==> config.mk <==
export PLATFORM = sky130hd
export DESIGN_NAME = mul_div_unit_flat
export DESIGN_NICKNAME = d
export VERILOG_FILES = /design/src/rtl/mdu_if.sv /design/src/rtl/mul_div_unit.sv /design/src/flat_wrapper.sv
export SDC_FILE = /design/constraint.sdc
export NUM_CORES = 1
export LEC_CHECK = 0
export BUFFER_PORTS_ARGS = -buffer_cell sky130_fd_sc_hd__buf_2
export CORE_MARGIN = 10
export CORE_UTILIZATION = 50
export CTS_CLUSTER_SIZE = 14
export DETAILED_ROUTE_END_ITERATION = 12
export PLACE_DENSITY = 0.71
export SYNTH_ARGS = -nofsm -noshare
export SYNTH_HDL_FRONTEND = slang
export SYNTH_SLANG_ARGS = --single-unit
==> constraint.sdc <==
create_clock -name clk -period 3.05 [get_ports clk]
set_input_delay 0.61 -clock clk [delete_from_list [all_inputs] [get_ports clk]]
set_output_delay 0.61 -clock clk [all_outputs]
set_load 0.01 [all_outputs]
==> src/rtl/mdu_if.sv <==
// Handshake and result bundle between EX control and the
// iterative multiply/divide unit.
interface mdu_if #(
   parameter int WIDTH = 32
);
   logic             start;
   logic [1:0]       op;
   logic [WIDTH-1:0] a;
   logic [WIDTH-1:0] b;
   logic             abort;
   logic             hi_we;
   logic             lo_we;
   logic             busy;
   logic             done;
   logic             div_zero;
   logic [WIDTH-1:0] hi;
   logic [WIDTH-1:0] lo;

   modport master (
      output start, op, a, b, abort, hi_we, lo_we,
      input  busy, done, div_zero, hi, lo
   );

   modport slave (
      input  start, op, a, b, abort, hi_we, lo_we,
      output busy, done, div_zero, hi, lo
   );
endinterface

==> src/rtl/mul_div_unit.sv <==
// Iterative MULT/MULTU/DIV/DIVU unit with HI/LO registers.
// One shift-add or restoring-subtract step per clock.
module mul_div_unit #(
   parameter int WIDTH = 32
) (
   input logic clk,
   input logic rst_n,
   mdu_if.slave bus
);
   localparam int CW = $clog2(WIDTH);
   localparam logic [CW-1:0] LAST = CW'(WIDTH - 1);

   typedef enum logic [1:0] {
      IDLE = 2'd0,
      CALC = 2'd1,
      FIX  = 2'd2
   } state_t;

   state_t state, state_n;

   logic             busy, load, step, fix_wr, cancel;
   logic [CW-1:0]    cnt;
   logic             is_div, neg_lo, neg_hi, dz, dz_prev;
   logic [WIDTH-1:0] opnd;
   logic [2*WIDTH-1:0] acc;
   logic [WIDTH-1:0] rem;
   logic [WIDTH-1:0] hi_r, lo_r;
   logic             done_r, div_zero_r;

   logic             sgn, sa, sb;
   logic [WIDTH-1:0] a_mag, b_mag;
   logic [WIDTH:0]   sum;
   logic [WIDTH:0]   rsh;
   logic             ge;
   logic [2*WIDTH-1:0] acc_n, prod;
   logic [WIDTH-1:0] rem_n, quo, rmd;
   logic             wr_hi, wr_lo;

   always_ff @(posedge clk or negedge rst_n) begin
      if (!rst_n) state <= IDLE;
      else        state <= state_n;
   end

   always_comb begin
      state_n = state;
      unique case (state)
         IDLE: if (bus.start) state_n = CALC;
         CALC: begin
            if (bus.abort)        state_n = IDLE;
            else if (cnt == LAST) state_n = FIX;
         end
         FIX:     state_n = IDLE;
         default: state_n = IDLE;
      endcase
   end

   always_comb begin
      busy   = 1'b0;
      load   = 1'b0;
      step   = 1'b0;
      fix_wr = 1'b0;
      cancel = 1'b0;
      unique case (state)
         IDLE: load = bus.start;
         CALC: begin
            busy   = 1'b1;
            step   = !bus.abort;
            cancel = bus.abort;
         end
         FIX: begin
            busy   = 1'b1;
            fix_wr = !bus.abort;
            cancel = bus.abort;
         end
         default: ;
      endcase
   end

   // Operand conditioning at launch; op[0]=1 selects unsigned.
   always_comb begin
      sgn   = !bus.op[0];
      sa    = sgn & bus.a[WIDTH-1];
      sb    = sgn & bus.b[WIDTH-1];
      a_mag = sa ? -bus.a : bus.a;
      b_mag = sb ? -bus.b : bus.b;
      wr_hi = (state == IDLE) && !bus.start && bus.hi_we;
      wr_lo = (state == IDLE) && !bus.start && bus.lo_we;
   end

   // Mult keeps the multiplier in acc[W-1:0]; div keeps the dividend there
   // and shifts quotient bits in from the bottom.
   always_comb begin
      sum   = {1'b0, acc[2*WIDTH-1:WIDTH]} + {1'b0, (acc[0] ? opnd : '0)};
      rsh   = {rem, acc[WIDTH-1]};
      ge    = rsh >= {1'b0, opnd};
      rem_n = ge ? (rsh[WIDTH-1:0] - opnd) : rsh[WIDTH-1:0];
      if (is_div) acc_n = {acc[2*WIDTH-1:WIDTH], acc[WIDTH-2:0], ge};
      else        acc_n = {sum, acc[WIDTH-1:1]};
      prod = neg_lo ? -acc : acc;
      quo  = dz ? '1 : (neg_lo ? -acc[WIDTH-1:0] : acc[WIDTH-1:0]);
      rmd  = neg_hi ? -rem : rem;
   end

   always_ff @(posedge clk or negedge rst_n) begin
      if (!rst_n) begin
         cnt        <= '0;
         is_div     <= 1'b0;
         neg_lo     <= 1'b0;
         neg_hi     <= 1'b0;
         dz         <= 1'b0;
         dz_prev    <= 1'b0;
         opnd       <= '0;
         acc        <= '0;
         rem        <= '0;
         hi_r       <= '0;
         lo_r       <= '0;
         done_r     <= 1'b0;
         div_zero_r <= 1'b0;
      end else begin
         done_r <= fix_wr;
         if (load) begin
            cnt        <= '0;
            is_div     <= bus.op[1];
            neg_lo     <= sa ^ sb;
            neg_hi     <= sa;
            dz         <= bus.op[1] && (bus.b == '0);
            opnd       <= bus.op[1] ? b_mag : a_mag;
            acc        <= {{WIDTH{1'b0}}, (bus.op[1] ? a_mag : b_mag)};
            rem        <= '0;
            dz_prev    <= div_zero_r;
            div_zero_r <= 1'b0;
         end
         if (wr_hi) hi_r <= bus.a;
         if (wr_lo) lo_r <= bus.a;
         if (step) begin
            acc <= acc_n;
            rem <= rem_n;
            cnt <= cnt + 1'b1;
         end
         if (fix_wr) begin
            hi_r       <= is_div ? rmd : prod[2*WIDTH-1:WIDTH];
            lo_r       <= is_div ? quo : prod[WIDTH-1:0];
            div_zero_r <= dz;
         end
         // A flushed op must leave div_zero as it was before launch.
         if (cancel) div_zero_r <= dz_prev;
      end
   end

   assign bus.busy     = busy;
   assign bus.done     = done_r;
   assign bus.div_zero = div_zero_r;
   assign bus.hi       = hi_r;
   assign bus.lo       = lo_r;
endmodule

==> src/flat_wrapper.sv <==
// flat-port wrapper written by rule: the top's interface ports become plain ports
module mul_div_unit_flat 
#(
   parameter int WIDTH = 32
)
  (clk, rst_n, bus_start, bus_op, bus_a, bus_b, bus_abort, bus_hi_we, bus_lo_we, bus_busy, bus_done, bus_div_zero, bus_hi, bus_lo);
  mdu_if #(.WIDTH(WIDTH)) bus_i ();
  input logic clk;
  input logic rst_n;
  input wire logic [$bits(bus_i.start)-1:0] bus_start;
  input wire logic [$bits(bus_i.op)-1:0] bus_op;
  input wire logic [$bits(bus_i.a)-1:0] bus_a;
  input wire logic [$bits(bus_i.b)-1:0] bus_b;
  input wire logic [$bits(bus_i.abort)-1:0] bus_abort;
  input wire logic [$bits(bus_i.hi_we)-1:0] bus_hi_we;
  input wire logic [$bits(bus_i.lo_we)-1:0] bus_lo_we;
  output wire logic [$bits(bus_i.busy)-1:0] bus_busy;
  output wire logic [$bits(bus_i.done)-1:0] bus_done;
  output wire logic [$bits(bus_i.div_zero)-1:0] bus_div_zero;
  output wire logic [$bits(bus_i.hi)-1:0] bus_hi;
  output wire logic [$bits(bus_i.lo)-1:0] bus_lo;
  assign bus_i.start = bus_start;
  assign bus_i.op = bus_op;
  assign bus_i.a = bus_a;
  assign bus_i.b = bus_b;
  assign bus_i.abort = bus_abort;
  assign bus_i.hi_we = bus_hi_we;
  assign bus_i.lo_we = bus_lo_we;
  assign bus_busy = bus_i.busy;
  assign bus_done = bus_i.done;
  assign bus_div_zero = bus_i.div_zero;
  assign bus_hi = bus_i.hi;
  assign bus_lo = bus_i.lo;
  mul_div_unit #(.WIDTH(WIDTH)) u_core (.clk(clk), .rst_n(rst_n), .bus(bus_i));
endmodule
Word-level counts from Yosys, hierarchy flattened
Cells that the tools add are included.

Equal/unequal tests: 6. Order comparisons: 1. Bitwise logic cells: 3. Reduce and logical (&&, ||, !) cells: 16. Add/subtract/negate cells: 8. Multiplexer cells: 35.

Operator list (number): two-way mux 32 bit (17); two-way mux 64 bit (4); negation 32 bit (4); negation 64 bit (1); adder 32 x 32 -> 33 bit (1); greater-or-equal comparator 33 x 32 -> 1 bit (1); logical NOT 32 bit (1); subtractor 32 bit (1); two-way mux 5 bit (2); two-way mux 1 bit (8); two-way mux 2 bit (3); nonzero test 2 bit (3); adder 5 x 1 -> 5 bit (second input constant) (1); == test 5 bit (second input constant) (1); logical AND 1 bit (4); != test 2 bit (second input constant) (2); case mux 2 bit (2 select lines) (1); AND reduction 2 bit (2); logical NOT 1 bit (3); != test 3 x 2 -> 1 bit (second input constant) (1); nonzero test 3 bit (1); bitwise AND 1 bit (2); == test 2 x 1 -> 1 bit (second input constant) (1); == test 2 bit (second input constant) (1); 3 further kinds (3).

Input port bits: 72. Register bits after elaboration: 206.

Longest topological paths before layout
Depth after elaboration: 6. Depth in mapped cells: 15. Depth with buffers taken out: 13.

Worst setup path after synthesis
Ideal clock, no wire load.

Path type: register -> register. From: register u_core.acc[0]. To: register u_core.acc[61]. Cell stages (with the launch flop): 16. Data required time: 2.899 ns. Buffers on the path: 3. Arrival time: 3.187 ns. Slack: -0.288 ns. Cells stage by stage: dfrtp_1 clkbuf_1 inv_1 clkbuf_1 nor2_1 ha_1 clkbuf_1 a21oi_1 o21ai_0 or3_1 o21ai_0 a21oi_1 a32oi_1 o21ai_0 o311ai_0 a41oi_1.

Word-level cells in the longest chain between the ends: 4.

RTL lines: from (decl) (RTL line mul_div_unit.sv:25) `logic [2*WIDTH-1:0] acc;`; from (signal assigned) (RTL line mul_div_unit.sv:128) `acc <= {{WIDTH{1'b0}}, (bus.op[1] ? a_mag : b_mag)};`; from (signal assigned) (RTL line mul_div_unit.sv:136) `acc <= acc_n;`; two-way mux 32 bit (RTL line mul_div_unit.sv:93) `sum = {1'b0, acc[2*WIDTH-1:WIDTH]} + {1'b0, (acc[0] ? opnd : '0)};`; adder 32 x 32 -> 33 bit (RTL line mul_div_unit.sv:93); two-way mux 64 bit (RTL line mul_div_unit.sv:97) `if (is_div) acc_n = {acc[2*WIDTH-1:WIDTH], acc[WIDTH-2:0], ge};`; two-way mux 64 bit (RTL line mul_div_unit.sv:135) `if (step) begin`.

Every way passes these cells. The select of a mux whose other input is x is not followed. A chain may end at the register's enable or synchronous reset.

Worst setup path after layout
From: register u_core.acc[16]. To: register u_core.hi_r[1] (netlist: u_core.bus.hi[1]).

Word-level cells in the longest chain between the ends: 4.

RTL lines: negation 64 bit (RTL line mul_div_unit.sv:99) `prod = neg_lo ? -acc : acc;`; two-way mux 64 bit (RTL line mul_div_unit.sv:99); two-way mux 32 bit (RTL line mul_div_unit.sv:141) `hi_r <= is_div ? rmd : prod[2*WIDTH-1:WIDTH];`; two-way mux 32 bit (RTL line mul_div_unit.sv:140) `if (fix_wr) begin`; to (signal assigned) (RTL line mul_div_unit.sv:133) `if (wr_hi) hi_r <= bus.a;`; to (signal assigned) (RTL line mul_div_unit.sv:141); to (decl) (RTL line mul_div_unit.sv:27) `logic [WIDTH-1:0] hi_r, lo_r;`.

Every way passes these cells.

==> metrics <==
Seq cells post-synth=206; commonest cells after routing, fill and taps aside=buf_4 (316), nand2_1 (290), dfrtp_1 (203); area share of the largest cell type after synthesis=30.81%; dpl cells=2856; top_reg_cell synth=dfrtp_1; R2R depth=11; fraction of layout instances using a drive strength above 1=24.95%; Reg-to-Reg Start=u_core.acc[16]; Rows=66; synthesis-to-finish area growth=28.38%; final setup fails=0; static leakage=0.009967 µW; async set or reset register ratio after synthesis=100.0%; Power Density=1082 nW/µm²; skew final=0.04379 ns; Net Switching=11090 µW; sequential share of the synthesized area=30.81%; max_cap viols=0; FILL cells=2808; Worst-path clk slew=0.06 ns; Clock power frac=14.1%; CTS Hold Bufs=0; largest family of logic cells by synthesized area=compound AO/OA/AOI/OAI gates; Nets=2600; worst setup path class=reg2reg; crit path to=u_core.bus.hi[1]; simple-gate share of the synthesized area=17.80%; Vias=18.02k; die footprint=41180 µm²; Die Y=202.9 µm; HPWL after detailed placement=51590 µm; WL met1=26380 µm; Inserted Clock Buffers=26; worst hold path type=in2async; mux contribution to synthesized area=4.636%; DR top layer=met4; Synth area leader=dfrtp_1; Clock Sinks=206; Synth Cell Area=16730 µm²; YS warnings=0; fin util=65.53%; root buf cell=clkbuf_16; adder-cell area share of the yosys netlist=5.698%; r2r setup slk=0.02 ns; largest net degree at the start of global routing=94; post-synthesis cell count=2084; Worst Setup SP=u_core.acc[16]; period utilization=99.43%; Yosys cell types=78; Pins Over Slew Limit=0; global route total overflow=0; Rel. slew slack=43.16%; Post-synth EDFFs=0; Final Instance Area=21480 µm²; # port buffers=138; peak supply drop=0.5657 mV; drt first pass iters=7; residual DRC count=0; Worst Max-Slew Pin Slew=0.8527 ns; vias in the first global route=17.30k; GPL Wtd Cong=1.034; core area=32780 µm²; worst-path fanout max=4; gr usage total=31.39%; Max Fclk=0.3298 GHz; startpoint type of the worst setup path=flop; Max Root-Sink Buffers=3; Fin. Hold Viols=0; sequential fraction of design power=22.3%; ant diodes=0; Detail Route met3 WL=5856 µm; Comb pwr share=63.6%; Avg WL per Cell=23.18 µm; Horiz. Die Dim=202.9 µm; XOR/XNOR share of the synthesized area=10.15%; total negative slack=0 ns; syn_area_per_cell=8.030 µm²; CP endpoint kind=flop; Switching Fraction=47.69%; unrepaired setup endpoints after global routing=yes; first-pass GRT wire length=102100 µm; initial antenna violation count=0; Via density=6.181; reg-to-reg endpoint=u_core.bus.hi[1]; outcome=finished, final reports clean; Initial Util=51.04%; Final Non-Filler Cells=2915; Initial DRC Count=1894; Hold WS=0.09111 ns; wirelength, routed=67570 µm; CTS tree=done; met2 routed WL=30460 µm; CP Data Required Time=3.41 ns; top cells by area, synth=dfrtp_1 (31%), nand2_1 (6.6%), o21ai_0 (6.0%), xor2_1 (5.9%), ha_1 (5.5%); Placed Area=20040 µm²; post-route ant nets=0; Tmin final=3.033 ns; syn_nets=2231; Worst EP arrival=3.40 ns; Internal=12160 µW; worst skew pair latency=0.57 ns; I/O pins=139; compound-cell area share of the yosys netlist=26.43%; most common cell after layout, fill and taps aside=buf_4; H-tree levels=1
registers in the layout, indices dropped and copies added, names as in the netlist, 2 cells and up:
register,flops
u_core.acc,64
u_core.bus.hi,32
u_core.bus.lo,32
u_core.opnd,32
u_core.rem,32
u_core.cnt,5
u_core.state,2
worst min-delay path by stage:
stage	from	end	cells past startpoint
floorplan	rst_n	u_core.acc[0]	0
global placement	u_core.opnd[30]	u_core.opnd[30]	1
detailed placement	u_core.dz_prev	u_core.dz_prev	2
CTS	rst_n	u_core.bus.hi[3]	1
global route	rst_n	u_core.acc[3]	1
finish	rst_n	u_core.acc[3]	1
cell usage after synthesis (all sizes together), types with 44 or more instances:
library cell / count
xor2: 113
nand2: 292
inv: 68
a21o: 44
o31ai: 46
o21ai: 204
mux2i: 73
a21oi: 167
nor2: 161
ha: 73
clkbuf: 112
dfrtp: 206
xnor2: 81
cells by family (layout without fill, tap and decap cells):
kind of cell             after synthesis  after routing
flip-flops                           206            206
AND/OR/NAND/NOR                      645            645
adder cells (fa/ha/maj)               75             75
XOR/XNOR                             194            194
AO/OA/AOI/OAI                        690            690
multiplexers                          77             77
buffers and inverters                197            586
per-layer routing:
layer,vias up,track usage [%]
met1,8632,39.16
met2,896,49.73
met4,0,19.66
met3,207,5.302
li1,8282,-
met5,-,0
power groups by stage:
stage          Clock (µW)  Combinational [µW]  Sequential, µW
3_5_place_dp            0               13800            5110
6_report             3290               14800            5180
4_1_cts              3300               14000            5090
3_3_place_gp            0               13600            5060
5_1_grt              3410               16000            5270
2_1_floorplan           0                8200            5020
final cells by class:
cell class / count / area, µm² / share of cell area, %
clock buffers: 35 / 724.4 / 3.372
clock inverters: 13 / 161.4 / 0.7514
inverters: 70 / 262.8 / 1.223
multi-input cells: 1681 / 11270 / 52.47
flip-flops and latches: 206 / 5159 / 24.01
well taps: 442 / 553.0 / 2.574
repair buffers: 468 / 3351 / 15.60
worst max-delay path: stages (launching register included):
cell and delay, ns:
dfrtp_1 0.39, or4_4 0.57, nor3_4 0.16, buf_4 0.16
nand4_4 0.14, or2b_1 0.30, buf_4 0.14, buf_4 0.15
o31ai_1 0.27, xnor2_1 0.13, o21ai_0 0.21, o21ai_0 0.20
per-stage QoR:
step / setup WS (ns) / power, µW
global route: -0.1205 / 24680
CTS: 0.007223 / 22430
floorplan: -0.03765 / 13220
global placement: -0.1949 / 18660
finish: 0.01741 / 23250
detailed placement: -0.2238 / 18940
repair_timing:
| item | 4_1_cts | 5_1_grt |
|---|---|---|
| gates cloned | 0 | 2 |
| pin swaps | 1 | 40 |
| setup endpoints to repair | 50 | 63 |
| resized for setup | 31 | 84 |
| buffers inserted | 1 | 9 |
Power figures use the tool's default switching activity.
